===== config.mk =====
export PLATFORM = sky130hd
export DESIGN_NAME = dbf_rx_sequencer
export DESIGN_NICKNAME = d
export VERILOG_FILES = /design/src/rtl/dbf_rx_sequencer.sv
export SDC_FILE = /design/constraint.sdc
export NUM_CORES = 1
export LEC_CHECK = 0
export BUFFER_PORTS_ARGS = -buffer_cell sky130_fd_sc_hd__buf_2
export CAP_MARGIN = 20
export CORE_ASPECT_RATIO = 0.8
export CORE_MARGIN = 2
export CORE_UTILIZATION = 44
export DETAILED_ROUTE_END_ITERATION = 7
export PLACE_DENSITY = 0.69
export RECOVER_POWER = 50
export SETUP_SLACK_MARGIN = 0.2
export SYNTH_ARGS = -nofsm -noshare
export SYNTH_HDL_FRONTEND = slang
export SYNTH_SLANG_ARGS = --single-unit

===== constraint.sdc =====
create_clock -name clk -period 2.58 [get_ports clk]
set_clock_uncertainty 0.1 [all_clocks]
set_input_delay 0.258 -clock clk [delete_from_list [all_inputs] [get_ports clk]]
set_output_delay 0.258 -clock clk [all_outputs]
set_load 0.02 [all_outputs]

===== src/rtl/dbf_rx_sequencer.sv =====
// Per-frame TX/RX scheduler for the DBF channel array: TX burst, blanking, acquisition, gap per line.
// Optional DBF_LINE_OFFSET_EN: each line addresses its own delay-LUT region (line_idx*zones + z).
module dbf_rx_sequencer #(
  parameter int ADDR_WD       = 12,
  parameter int LINE_WD       = 7,
  parameter int LINES         = 128,
  parameter int TX_CYCLES     = 64,
  parameter int RX_DEAD       = 16,
  parameter int DEPTH_SAMPLES = 1024,
  parameter int ZONE_LEN      = 32,
  parameter int CNT_WD        = 16
) (
  input  logic               clk,
  input  logic               rst_n,
  input  logic               frame_go,
  input  logic               abort,
  output logic               tx_en,
  output logic               start,
  output logic [ADDR_WD-1:0] dbf_lut_addr,
  output logic               dbf_lut_we,
  output logic [LINE_WD-1:0] line_idx,
  output logic               line_done,
  output logic               frame_done,
  output logic               busy
);

  // state | meaning
  // IDLE  | waiting for frame_go
  // TX    | transmit burst, tx_en high
  // BLANK | receive blanking after the burst
  // ACQ   | acquisition, start high, LUT address steps per zone
  // GAP   | one-cycle line end, line_done pulse
  localparam logic [2:0] IDLE  = 3'd0;
  localparam logic [2:0] TX    = 3'd1;
  localparam logic [2:0] BLANK = 3'd2;
  localparam logic [2:0] ACQ   = 3'd3;
  localparam logic [2:0] GAP   = 3'd4;

  logic [2:0]         state;
  logic [CNT_WD-1:0]  cnt;
  logic [CNT_WD-1:0]  zcnt;
  logic [ADDR_WD-1:0] line_base;
  logic               last_line;

`ifdef DBF_LINE_OFFSET_EN
  localparam int ZONES = DEPTH_SAMPLES / ZONE_LEN;
  // Truncating both operands first gives the same low ADDR_WD bits as the full product.
  assign line_base = ADDR_WD'(line_idx) * ADDR_WD'(ZONES);
`else
  assign line_base = '0;
`endif

  assign last_line = (line_idx == LINE_WD'(LINES - 1));

  always_ff @(posedge clk or negedge rst_n) begin
    if (!rst_n) begin
      state        <= IDLE;
      cnt          <= '0;
      zcnt         <= '0;
      tx_en        <= 1'b0;
      start        <= 1'b0;
      dbf_lut_addr <= '0;
      dbf_lut_we   <= 1'b0;
      line_idx     <= '0;
      line_done    <= 1'b0;
      frame_done   <= 1'b0;
      busy         <= 1'b0;
    end else if (abort) begin
      state        <= IDLE;
      cnt          <= '0;
      zcnt         <= '0;
      tx_en        <= 1'b0;
      start        <= 1'b0;
      dbf_lut_addr <= '0;
      dbf_lut_we   <= 1'b0;
      line_idx     <= '0;
      line_done    <= 1'b0;
      frame_done   <= 1'b0;
      busy         <= 1'b0;
    end else begin
      dbf_lut_we <= 1'b0;
      line_done  <= 1'b0;
      frame_done <= 1'b0;
      case (state)
        IDLE: begin
          if (frame_go) begin
            state    <= TX;
            cnt      <= '0;
            line_idx <= '0;
            tx_en    <= 1'b1;
            busy     <= 1'b1;
          end
        end
        TX: begin
          if (cnt == CNT_WD'(TX_CYCLES - 1)) begin
            state <= BLANK;
            cnt   <= '0;
            tx_en <= 1'b0;
          end else begin
            cnt <= cnt + 1'b1;
          end
        end
        BLANK: begin
          if (cnt == CNT_WD'(RX_DEAD - 1)) begin
            state        <= ACQ;
            cnt          <= '0;
            zcnt         <= '0;
            start        <= 1'b1;
            dbf_lut_we   <= 1'b1;
            dbf_lut_addr <= line_base;
          end else begin
            cnt <= cnt + 1'b1;
          end
        end
        ACQ: begin
          if (cnt == CNT_WD'(DEPTH_SAMPLES - 1)) begin
            state      <= GAP;
            start      <= 1'b0;
            line_done  <= 1'b1;
            frame_done <= last_line;
          end else begin
            cnt <= cnt + 1'b1;
            if (zcnt == CNT_WD'(ZONE_LEN - 1)) begin
              zcnt         <= '0;
              dbf_lut_we   <= 1'b1;
              dbf_lut_addr <= dbf_lut_addr + 1'b1;
            end else begin
              zcnt <= zcnt + 1'b1;
            end
          end
        end
        GAP: begin
          cnt <= '0;
          if (last_line) begin
            state        <= IDLE;
            busy         <= 1'b0;
            line_idx     <= '0;
            dbf_lut_addr <= '0;
          end else begin
            state    <= TX;
            line_idx <= line_idx + 1'b1;
            tx_en    <= 1'b1;
          end
        end
        default: begin
          state <= IDLE;
          busy  <= 1'b0;
          tx_en <= 1'b0;
          start <= 1'b0;
        end
      endcase
    end
  end

endmodule


Word-level counts from Yosys, hierarchy flattened:

Index checks and enable logic that the tools add are counted.

* reductions and logical operators: 16
* add/subtract/negate cells: 4
* muxes and demuxes: 51
* equal/unequal tests: 20

Operators by type and width (number)
* $mux W16: 9
* $pmux W16 S5: 1
* $mux W12: 5
* $pmux W12 S3: 1
* $add A16 B1 Y16 const B: 2
* $pmux W16 S2: 1
* $ne A3 B3 Y1 const B: 8
* $mux W7: 3
* $mux W1: 20
* $eq A16 B10 Y1 const B: 1
* $eq A16 B4 Y1 const B: 1
* $eq A16 B5 Y1 const B: 1
* $eq A16 B6 Y1 const B: 1
* $mux W3: 5
* $pmux W3 S5: 1
* $pmux W7 S2: 1
* $add A12 B1 Y12 const B: 1
* $reduce_and A3 Y1: 4
* $reduce_and A4 Y1: 2
* $add A7 B1 Y7 const B: 1
* $eq A7 B7 Y1 const B: 1
* $eq A3 B2 Y1 const B: 2
* $ne A2 B1 Y1 const B: 3
* $pmux W1 S3: 2
* other kinds (12): 14

* register bits: 60
* output and inout bits: 25
* input port bits: 4
* logic and storage cells: 102

Logic depth before layout (Yosys ltp):

* depth after elaboration: 5
* gate-level depth with buffers: 9
* gate-level depth less buffers: 6

Least setup slack after synthesis:

Ideal clock, no wire load.

* path type: register -> register
* from: reg cnt[4]
* to: reg dbf_lut_addr[10]
* required time: 2402 ps
* buffers on the path: 2
* cell stages (with the launch flop): 8
* period minus slack after synthesis: 2356 ps
* slack: 224 ps
* setup time: 78 ps
* arrival time: 2178 ps
* cell sequence: dfrtp_1 clkbuf_1 or4_1 nor4_4 o2bb2ai_2 buf_6 or4_1 a21oi_1

* longest elaborated chain between the ends: 3
* elaborated cells between the ends (all ways): 5
* those cells by class: eq/ne: 4; reduce/logical: 1

RTL lines
* start: declaration: RTL line 40 `logic [CNT_WD-1:0] cnt;`
* start signal: assignment: RTL line 100 `cnt <= cnt + 1'b1;`
* start signal: assignment: RTL line 112 `cnt <= cnt + 1'b1;`
* start signal: assignment: RTL line 122 `cnt <= cnt + 1'b1;`
* $eq A16 B10 Y1 / $eq A16 B4 Y1 (equally long branches): RTL line 116, 104
* $ne A3 B3 Y1 (no line)
* $reduce_and A5 Y1 (no line) (*)
* end signal: assignment: RTL line 110 `dbf_lut_addr <= line_base;`
* end signal: assignment: RTL line 126 `dbf_lut_addr <= dbf_lut_addr + 1'b1;`
* end: declaration: RTL line 19 `output logic [ADDR_WD-1:0] dbf_lut_addr,`

Mark *: on every way between the ends. The rest lies on a longest branch, timed or not.
A chain may end at the register's enable or synchronous reset.

Worst setup path in the final report:

* from: reg cnt[12]
* to: reg dbf_lut_addr[5]

The elaborated chain is that of the path after synthesis.

==> reports/results.ini <==
[cells_and_area]
antenna_cells = 0
drive_above_1_share_pct = 28.8
stdcell_area_sq_um = 4860
area_delta_synth_final_pct = 35.3
fin_nets = 497

[global_routing]
grt_pass1_vias = 3378
antenna_found_initial = 0
grt_max_degree = 35
grt_pass1_wl_microns = 16600
track_usage_pct = 23.1
overflow = 0

[worst_setup_path]
worst_ep_required_time_ps = 2750
slowest_stage = or4_4
endpoint_kind = register
critPathArrivalTime_ps = 2600
slowest_delay_ps = 580
path_cells = or4_4 -> nor4_4 -> buf_6 -> o2bb2ai_4 -> nor4_2 -> mux2i_1
path_class = register to register
startpoint_type = register
critPathMaxFanout = 8

[logic_synthesis]
synth-edff-count = 0
yosysTopAreaCell = dfrtp_1
synth_cells = 404
syn_nets = 412
synth.top_cell.area_share_pct = 41.8
synth_area_sq_um = 3590
synth_area_per_cell_sq_um = 8.89
synth.distinct_cells = 52
synthTopCellsByArea = dfrtp_1, o31ai_1, nand2_1
ys.flop_type = dfrtp_1
synth_seq_area_share_pct = 41.8
synth-seq-cells = 60
async_flop_share_pct = 100
synth_warnings = 0

[power]
p_leak_nw = 1.96
power_density_nw_per_um2 = 387
total_power_mw = 1.88
ir_drop_uv = 259

[route]
wl_per_cell_microns = 17.8
viasPerCell = 6.25
drc = 0
routed_wl_microns = 10700
drtPass1Iterations = 5
vias = 3754
drt_iter0_drc = 252
ant_nets = 0

[clocking]
cts_tree = built
htreeDepth = 3
cts_buffer_depth = 2
clk_pin_slew_ps = 70
cts-root-buf = clkbuf_8
cts.sinks = 60
clk_latency_ps = 350
cts_made_buffers = 9

[floorplanning]
core_sq_um = 7910
rows = 29
die_w_microns = 105
die_area_sq_um = 8900
die_height_microns = 84.8
io_pins = 29
initial_core_util_pct = 45.4

[placed_design]
numPortBuffers = 28
post-dp-hpwl_microns = 6520
gp_congestion = 0.888
place_area_sq_um = 4150

[timing]
worstMarginPinSlew_ps = 879
finalCritPeriodShare_pct = 94.4
final.setup.tns_ps = 0
hold_violations = 0
fmax_mhz = 410
setup_violations = 0
hold_slack_ps = 212
maxSlewViolCount = 0
slew_headroom_pct = 41.2
rsz0062_at_grt = yes
timing.final.crit_period_ps = 2440

[worst_hold_path]
hold_class = input port to register

[outcome]
outcome = complete, no violations

[job]
maxCapViolations = 0

[what timing repair did]
item                                    in CTS  in global routing
hold buffers                                 1                  0
hold endpoints to repair                    33                  0
endpoints found under the setup margin      43                 46
pin swaps                                   12                 23
resized for setup                           17                 62
setup buffers                                7                  3
gates cloned                                 3                  4
[Yosys cell counts (3+ instances only)]
library cell and n:
dfrtp_1 60, nand2_1 42, o31ai_1 33, nor2_1 30, a21oi_1 26, nand3_1 21, o21ai_0 20, clkbuf_1 17
or4_1 13, nand4_1 12, nor3_1 11, a211oi_1 8, and2_1 7, a221o_1 6, and3_1 6, and4_1 6
inv_1 6, nor4_1 6, buf_2 5, nand2b_1 5, o41ai_1 5, a21o_1 4, ha_1 4, nor3b_1 4
o211ai_1 4, mux2_2 3, mux2i_1 3, or3_1 3, xnor2_1 3
[cells by family after synthesis]
group           count (synthesis)  share of synthesized area [%]
fa+ha+maj                       4                           1.39
flops                          60                           41.8
buf+inv                        29                           3.41
xor+xnor                        3                          0.732
compound gates                126                           24.4
simple gates                  176                           26.5
mux                             6                           1.78
[power breakdown]
part | switching (mW) | total, mW | internal [mW]
Sequential | 0.0150 | 0.968 | 0.953
Clock | 0.365 | 0.703 | 0.339
Combinational | 0.133 | 0.209 | 0.0759
Total | 0.512 | 1.88 | 1.37
[flip-flops by register name, summed over array words and instances, names as in the netlist]
| name | count |
|---|---|
| frame_done | 1 |
| cnt | 16 |
| dbf_lut_addr | 12 |
| line_idx | 7 |
| zcnt | 16 |
| state | 3 |
| dbf_lut_we | 1 |
| line_done | 1 |
| busy | 1 |
| start | 1 |
| tx_en | 1 |
[critical path: cells and delay by family (launching register included)]
kind	cells	cell delay (ps)
AOI/OAI and AO/OA	1	140
and+or+nand+nor	3	1330
muxes	1	220
DFF	1	380
buffers and inverters	1	180
[metrics by stage]
stage               util, %  std cells  worst slack (ps)
finish                 61.4        601               143
global route           61.4        601               108
CTS                    56.9        593               127
detailed placement     52.5        567             -21.9
global placement       52.4        566              49.3
floorplan                 -        404               224
[cell usage in the layout (no fill, tap or decap), types with 7 or more instances in the layout]
| cell type | synthesis | layout |
|---|---|---|
| nor3_1 | 11 | 10 |
| nand4_1 | 12 | 12 |
| clkbuf_8 | 0 | 9 |
| nand3_1 | 21 | 18 |
| a21oi_1 | 26 | 20 |
| buf_6 | 1 | 7 |
| nand2_1 | 42 | 42 |
| o31ai_1 | 33 | 15 |
| buf_4 | 0 | 53 |
| nor2_1 | 30 | 28 |
| or4_1 | 13 | 9 |
| dfrtp_1 | 60 | 60 |
| and2_1 | 7 | 7 |
| clkbuf_1 | 17 | 27 |
| o31ai_2 | 0 | 11 |
| o31ai_4 | 0 | 7 |
| o21ai_0 | 20 | 18 |
[worst paths after layout]
| path | end | start | slack, ps | cells past startpoint |
|---|---|---|---|---|
| worst min register to register | zcnt[15] | zcnt[15] | 390 | 1 |
| worst max register to register | dbf_lut_addr[5] | cnt[12] | 140 | 6 |
| min in group asynchronous | zcnt[8] | rst_n | 450 | 2 |
| worst max-delay path | dbf_lut_addr[5] | cnt[12] | 140 | 6 |
| max in group asynchronous | state[0] | rst_n | 730 | 3 |
| worst min-delay path | busy | abort | 210 | 3 |
[final cells by class]
type,count,area [sq um]
clock buffer,12,135
clock inverter,3,15.0
fill,696,3050
inverter,6,22.5
multi-input combinational,317,2390
sequential,60,1500
tap,108,135
timing repair buffer,95,657
[routing by layer]
metal  up-vias  global-route usage, %  share of wire [%]
met2       147                   35.8                 47
met5         -                      0                  0
met3        18                   5.05                6.5
met1      1842                   33.2                 45
met4         0                   4.97                1.4
li1       1747                      -                  -
(Power assumes the default switching activity.)
